[src/rtl/key_sequencer.sv]
`default_nettype none
// ============================================================================
// Module   : key_sequencer
// Brief    : Drives a packed code onto a 2-bit symbol bus and reports whether
//            the downstream lock opened. Optional macro KEY_SEQUENCER_RETRY_EN
//            enables up to three attempts before reporting failure.
// Revision : 1.0 - initial release
// ============================================================================
module key_sequencer #(
    parameter int          LEN  = 4,
    parameter int          HOLD = 2,
    parameter logic [15:0] CODE = 16'h00E7
) (
    input  logic       clk,
    input  logic       rst,
    input  logic       start,
    input  logic       abort,
    input  logic       unlocked,
    output logic [1:0] s,
    output logic       busy,
    output logic       done,
    output logic       fail
);

    localparam logic [2:0] c_last_idx  = 3'(LEN - 1);
    localparam logic [3:0] c_last_hold = 4'(HOLD - 1);

    typedef enum logic [2:0] {
        IDLE  = 3'd0,
        SEND  = 3'd1,
        GAP   = 3'd2,
        CHECK = 3'd3,
        DONE  = 3'd4
    } state_t;

    state_t     r_state, w_state_nxt;
    logic [2:0] r_idx, w_idx_nxt;
    logic [3:0] r_hold, w_hold_nxt;
    logic [1:0] r_s, w_s_nxt;
    logic       r_busy, r_done, r_fail;
    logic       w_done_nxt, w_fail_nxt;
`ifdef KEY_SEQUENCER_RETRY_EN
    logic [1:0] r_attempt, w_attempt_nxt;
`endif

    always_comb begin
        w_state_nxt = r_state;
        w_idx_nxt   = r_idx;
        w_hold_nxt  = r_hold;
        w_done_nxt  = 1'b0;
        w_fail_nxt  = 1'b0;
`ifdef KEY_SEQUENCER_RETRY_EN
        w_attempt_nxt = r_attempt;
`endif
        case (r_state)
            IDLE: begin
                w_idx_nxt  = 3'd0;
                w_hold_nxt = 4'd0;
`ifdef KEY_SEQUENCER_RETRY_EN
                w_attempt_nxt = 2'd0;
`endif
                if (start && !abort) begin
                    w_state_nxt = SEND;
                end
            end
            SEND: begin
                if (r_hold == c_last_hold) begin
                    w_hold_nxt  = 4'd0;
                    w_state_nxt = GAP;
                end else begin
                    w_hold_nxt = r_hold + 4'd1;
                end
            end
            GAP: begin
                if (r_idx == c_last_idx) begin
                    w_state_nxt = CHECK;
                end else begin
                    w_idx_nxt   = r_idx + 3'd1;
                    w_state_nxt = SEND;
                end
            end
            CHECK: begin
                if (unlocked) begin
                    w_state_nxt = DONE;
                    w_done_nxt  = 1'b1;
                end else begin
`ifdef KEY_SEQUENCER_RETRY_EN
                    // Two silent retries; the third failure is reported.
                    if (r_attempt < 2'd2) begin
                        w_attempt_nxt = r_attempt + 2'd1;
                        w_idx_nxt     = 3'd0;
                        w_hold_nxt    = 4'd0;
                        w_state_nxt   = SEND;
                    end else begin
                        w_state_nxt = DONE;
                        w_fail_nxt  = 1'b1;
                    end
`else
                    w_state_nxt = DONE;
                    w_fail_nxt  = 1'b1;
`endif
                end
            end
            DONE:    w_state_nxt = IDLE;
            default: w_state_nxt = IDLE;
        endcase

        if (abort && (r_state != IDLE)) begin
            w_state_nxt = IDLE;
            w_idx_nxt   = 3'd0;
            w_hold_nxt  = 4'd0;
            w_done_nxt  = 1'b0;
            w_fail_nxt  = 1'b0;
        end

        // Outputs are computed from the next state so they register cleanly.
        w_s_nxt = (w_state_nxt == SEND) ? CODE[{w_idx_nxt, 1'b0} +: 2] : 2'b00;
    end

    always_ff @(posedge clk or posedge rst) begin
        if (rst) begin
            r_state <= IDLE;
            r_idx   <= 3'd0;
            r_hold  <= 4'd0;
            r_s     <= 2'b00;
            r_busy  <= 1'b0;
            r_done  <= 1'b0;
            r_fail  <= 1'b0;
        end else begin
            r_state <= w_state_nxt;
            r_idx   <= w_idx_nxt;
            r_hold  <= w_hold_nxt;
            r_s     <= w_s_nxt;
            r_busy  <= (w_state_nxt != IDLE);
            r_done  <= w_done_nxt;
            r_fail  <= w_fail_nxt;
        end
    end

`ifdef KEY_SEQUENCER_RETRY_EN
    always_ff @(posedge clk or posedge rst) begin
        if (rst) begin
            r_attempt <= 2'd0;
        end else begin
            r_attempt <= w_attempt_nxt;
        end
    end
`endif

    assign s    = r_s;
    assign busy = r_busy;
    assign done = r_done;
    assign fail = r_fail;

endmodule
`default_nettype wire

[config.mk]
export PLATFORM = sky130hd
export DESIGN_NAME = key_sequencer
export DESIGN_NICKNAME = d
export VERILOG_FILES = /design/src/rtl/key_sequencer.sv
export SDC_FILE = /design/constraint.sdc
export NUM_CORES = 1
export LEC_CHECK = 0
export BUFFER_PORTS_ARGS = -buffer_cell sky130_fd_sc_hd__buf_4
export CAP_MARGIN = 25
export CORE_ASPECT_RATIO = 1.5
export CORE_MARGIN = 2
export CORE_UTILIZATION = 31
export CTS_CLUSTER_SIZE = 24
export DETAILED_ROUTE_END_ITERATION = 8
export SLEW_MARGIN = 30
export SYNTH_ARGS = -nofsm -noshare
export SYNTH_HDL_FRONTEND = slang
export SYNTH_SLANG_ARGS = --single-unit
[constraint.sdc]
create_clock -name clk -period 1.6 [get_ports clk]
set_input_delay 0.08 -clock clk [delete_from_list [all_inputs] [get_ports clk]]
set_output_delay 0.08 -clock clk [all_outputs]
set_load 0.03 [all_outputs]
Word-level counts from Yosys, hierarchy flattened
Cells that the tools add are included.

$add $sub $neg: 2. Eq/ne operators: 6. Shifts and indexed selects: 1. Multiplexer cells: 18. Reductions and logical operators: 7.

Operators by type and width (number): indexed part select 16 x 5 -> 2 bit (first input constant) (1); 2-to-1 mux 3 bit (5); one-hot mux 3 bit (4 select lines) (1); == test 3 x 2 -> 1 bit (second input constant) (3); nonzero test 3 bit (3); 2-to-1 mux 4 bit (2); one-hot mux 4 bit (2 select lines) (1); == test 3 x 1 -> 1 bit (second input constant) (2); 2-to-1 mux 1 bit (6); one-hot mux 3 bit (2 select lines) (1); adder 4 x 1 -> 4 bit (second input constant) (1); == test 4 x 1 -> 1 bit (second input constant) (1); 2-to-1 mux 2 bit (2); adder 3 x 1 -> 3 bit (second input constant) (1); logical NOT 3 bit (1); logical AND 1 bit (2); logical NOT 1 bit (1).

Bits in registers: 15. Input bits: 5. Output and inout bits: 5. Logic and storage cells: 41.

Longest topological paths before layout
Word-level depth: 7. Gate-level depth with buffers: 6. Mapped depth without buffers: 6.

Worst setup path after synthesis
No wires, ideal clock.

Path kind: reg-to-reg. From: reg r_idx[0]. To: reg r_s[1], in the netlist s[1]. Setup time: 119 ps. Data arrival time: 1291 ps. Required time: 1481 ps. Slack: 190 ps. Cell stages (with the launch flop): 6. Path buffers: 0. Clock period less this slack: 1410 ps. Cell sequence: dfrtp_1 -> ha_1 -> and3b_2 -> o31ai_1 -> a21oi_1 -> o21ba_1.

Longest elaborated chain between the ends: 6. Elaborated cells between the ends (all ways): 11. Classes of those cells: 1 x add/sub; 2 x eq/ne; 1 x shift; 7 x mux.

Ends and longest elaborated chain: from (decl) (line 37) `logic [2:0] r_idx, w_idx_nxt;`; from (signal assigned) (line 131) `r_idx <= w_idx_nxt;`; adder 3 x 1 -> 3 bit or == test 3 x 2 -> 1 bit (tied branches) (line 78, 75); 2-to-1 mux 3 bit * (line 75) `if (r_idx == c_last_idx) begin`; one-hot mux 3 bit (2 select lines) * (line 55) `case (r_state)`; 2-to-1 mux 3 bit * (line 108) `if (abort && (r_state != IDLE)) begin`; via w_idx_nxt[1] (line 37); indexed part select 16 x 5 -> 2 bit * (line 117) `w_s_nxt = (w_state_nxt == SEND) ? CODE[{w_idx_nxt, 1'b0} +: 2] : 2'b00;`; 2-to-1 mux 2 bit * (line 117); via w_s_nxt[1] (line 39) `logic [1:0] r_s, w_s_nxt;`; to (signal assigned) (line 133) `r_s <= w_s_nxt;`; to (decl) (line 39).

Mark *: on every way through the listed nets, which the timed path passes. The rest lies on a longest branch. A chain may end at the register's enable or synchronous reset.

Worst setup path in the final report
From: reg r_state[2]. To: reg r_s[1], in the netlist s[1].

Longest elaborated chain between the ends: 5. Elaborated cells between the ends (all ways): 15. Classes of those cells: 4 x eq/ne; 1 x shift; 7 x mux; 3 x reduce/logical.

Ends and longest elaborated chain: from (decl) (line 36) `state_t r_state, w_state_nxt;`; from (signal assigned) (line 130) `r_state <= w_state_nxt;`; == test 3 x 2 -> 1 bit (tied with other cells) (line 55); one-hot mux 3 bit (2 select lines) (tied with other cells) (line 55); 2-to-1 mux 3 bit (line 108); indexed part select 16 x 5 -> 2 bit or == test 3 x 1 -> 1 bit (tied branches) (line 117); 2-to-1 mux 2 bit * (line 117); via w_s_nxt[1] (line 39).

Marked as above.

==> flow_metrics.env <==
export IMPL_r2r_setup_slack_ns=0.09
export IMPL_num_antenna_cells=0
export IMPL_synth_edf_count=0
export IMPL_slew_headroom_pct=62.70
export IMPL_fin_crit_sh_pct=94.38
export IMPL_cts_tree="done"
export IMPL_min_path_type="primary input to register"
export IMPL_holdWs_ns=0.03754
export IMPL_ys_top_cells_by_area="dfrtp_1 (50%), ha_1 (5.0%), a21oi_1 (3.3%), nor3_1 (3.3%), inv_1 (2.5%)"
export IMPL_ff2ff_path_depth=4
export IMPL_skew_ns=0.001551
export IMPL_path_class="register to register"
export IMPL_dp_slack_ns=0.1015
export IMPL_syn_nets=80
export IMPL_cap_violations=0
export IMPL_routed_via_density=5.107
export IMPL_placementRows=21
export IMPL_totalWireLength_um=1429
export IMPL_netlist_top_cells_count="dfrtp_1 (15), a21oi_1 (5), inv_1 (5), nor3_1 (5), nor2_1 (4)"
export IMPL_dp_hpwl_um=1065
export IMPL_synth_ff_type="dfrtp_1"
export IMPL_cts_root_buf="clkbuf_4"
export IMPL_cellInternalPower_w=0.0005297
export IMPL_ys_async_sr_fraction_pct=100.0
export IMPL_cts_buffers=3
export IMPL_seqPwrFrac_pct=56.0
export IMPL_nFillCells=223
export IMPL_grt_pass1_vias=610
export IMPL_start_kind="register"
export IMPL_grt_max_degree=16
export IMPL_portBuffers=9
export IMPL_dieArea_um2=2835
export IMPL_outcome="completed"
export IMPL_p_clk_share_pct=30.0
export IMPL_critPathRequiredTime_ns=1.78
export IMPL_hold_depth=2
export IMPL_setup_violations_final=0
export IMPL_drt_pass1_iter_count=3
export IMPL_r2r_end="s[1]"
export IMPL_worst_setup_path_end_kind="register"
export IMPL_worst_slack_ns=0.08989
export IMPL_die_x_um=44.15
export IMPL_overflow=0
export IMPL_ir_worst_vdd_mv=0.3251
export IMPL_netlist_area_leader_share_pct=50.08
export IMPL_fin_tns_setup_ns=0
export IMPL_remaining_drc_errors=0
export IMPL_power_density_nw_per_um2=774.0
export IMPL_layout_min_cycle_time_ns=1.510
export IMPL_yosys_warnings=0
export IMPL_insertion_delay_ns=0.28
export IMPL_routabilityCongestion=0.7801
export IMPL_yosysSeqAreaShare_pct=50.08
export IMPL_drive_above_1_share_pct=28.09
export IMPL_clock_sinks=15
export IMPL_synthCells=72
export IMPL_design_core_area_um2=2260
export IMPL_final_max_slew_violation_count=0
export IMPL_grt_pass1_wl_um=2497
export IMPL_hold_path_endpoint="r_hold[0]"
export IMPL_switchingPower_w=0.0001850
export IMPL_p_leak_nw=0.4420
export IMPL_fin_nets=98
export IMPL_synth_avg_cell_area_um2=10.41
export IMPL_worstMarginPinSlew_ns=0.5589
export IMPL_drt_iter0_markers=10
export IMPL_wl_per_cell_um=12.76
export IMPL_arrival_ns=1.69
export IMPL_cp_max_fo=8
export IMPL_worstHoldStart="abort"
export IMPL_syn_to_final_growth_pct=23.21
export IMPL_synth_seq_cells=15
export IMPL_synth_area_um2=749.5
export IMPL_clock_fmax_ghz=0.6622
export IMPL_cts_max_level=1
export IMPL_via_count=572
export IMPL_rsz0062_at_grt="no"
export IMPL_grtUsageTotal_pct=12.12
export IMPL_combPwrFrac_pct=14.1
export IMPL_p_sw_share_pct=25.89
export IMPL_ys_types=36
export IMPL_ios=10
export IMPL_yosysMostFrequentCell="dfrtp_1"
export IMPL_start_util_pct=33.17
export IMPL_reg2reg_from="r_state[2]"
export IMPL_synth_area_leader_cell="dfrtp_1"
export IMPL_clk_pin_slew_ns=0.09
export IMPL_grt_antenna_before_repair=0
export IMPL_cts_buffer_depth=2
export IMPL_die_h_um=64.22
export IMPL_hold_violations=0
export IMPL_drtAntennaViolNets=0
==> per-stage QoR <==
step	total power (W)	instance area, µm²	instances	util [%]
after floorplan	0.0004653	749.5	72	-
after detailed placement	0.0004993	835.8	102	36.99
after global placement	0.0004981	835.8	102	36.99
after CTS	0.0007226	883.3	108	39.09
final	0.0007147	923.4	112	40.86
after global routing	0.0007512	923.4	112	40.86
==> registers in the layout (all words and copies together) (netlist names) <==
register	flops
r_idx	3
fail	1
r_hold	4
busy	1
s	2
done	1
r_state	3
==> cells by family (layout without fill, tap and decap cells) <==
kind of cell             Yosys count  in the layout  synth area share, %
AND/OR/NAND/NOR                   28             28                23.87
adder cells (fa/ha/maj)            3              3                5.009
buffers and inverters              9             26                5.843
flip-flops                        15             15                50.08
AO/OA/AOI/OAI                     17             17                15.19
==> what timing repair did <==
item,in CTS,in global routing
resized for setup,0,2
setup buffers,0,4
hold buffers,2,0
setup endpoints to repair,0,2
endpoints found under the hold margin,17,0
==> layout by cell type (no fill, tap or decap), types with 2 or more instances in the layout <==
cell type,instances
buf_4,15
dlygate4sd3_1,2
dfrtp_1,14
and2_1,2
ha_1,3
inv_1,5
clkbuf_4,3
nor3_1,5
nand2_1,3
a21oi_1,5
a31oi_1,2
nor2_1,4
==> final cells by class <==
class                   instances  area, µm²  share of cell area, %
multi-input cells              48      339.1                  36.72
flip-flops and latches         15      376.6                  40.79
clock inverters                 1      5.005                 0.5420
inverters                       5      18.77                  2.033
repair buffers                 17      132.6                  14.36
well taps                      23      28.78                  3.117
clock buffers                   3      22.52                  2.439
==> layer usage <==
layer	GRT usage (%)	vias to the layer above	routed length [µm]
li1	-	291	-
met1	12.37	269	542
met2	20.04	6	806
met3	1.695	6	26
met4	11.36	0	53
met5	0	-	0
==> worst max-delay path by stage <==
| stage | to | cells after the start | startpoint |
|---|---|---|---|
| 6_report | s[1] | 4 | r_state[2] |
| 5_1_grt | s[1] | 4 | r_state[0] |
| 4_1_cts | s[1] | 4 | r_state[2] |
| 3_5_place_dp | s[1] | 4 | r_state[2] |
| 3_3_place_gp | s[1] | 6 | r_hold[1] |
| 2_1_floorplan | s[1] | 5 | r_idx[0] |
==> power by group through the flow <==
stage	combinational (W)	sequential [W]	clock, W
floorplan	0.0000491	0.000416	0
global route	0.000112	0.000402	0.000237
global placement	0.0000904	0.000408	0
detailed placement	0.0000913	0.000408	0
CTS	0.0000956	0.000401	0.000226
finish	0.000101	0.000400	0.000214
==> worst max-delay path, cell delays in order (launching register included) <==
cell	delay (ns)
dfrtp_1	0.48
nor2_1	0.26
a31oi_1	0.12
a311o_1	0.37
o21ba_1	0.18
(Power assumes the default switching activity.)
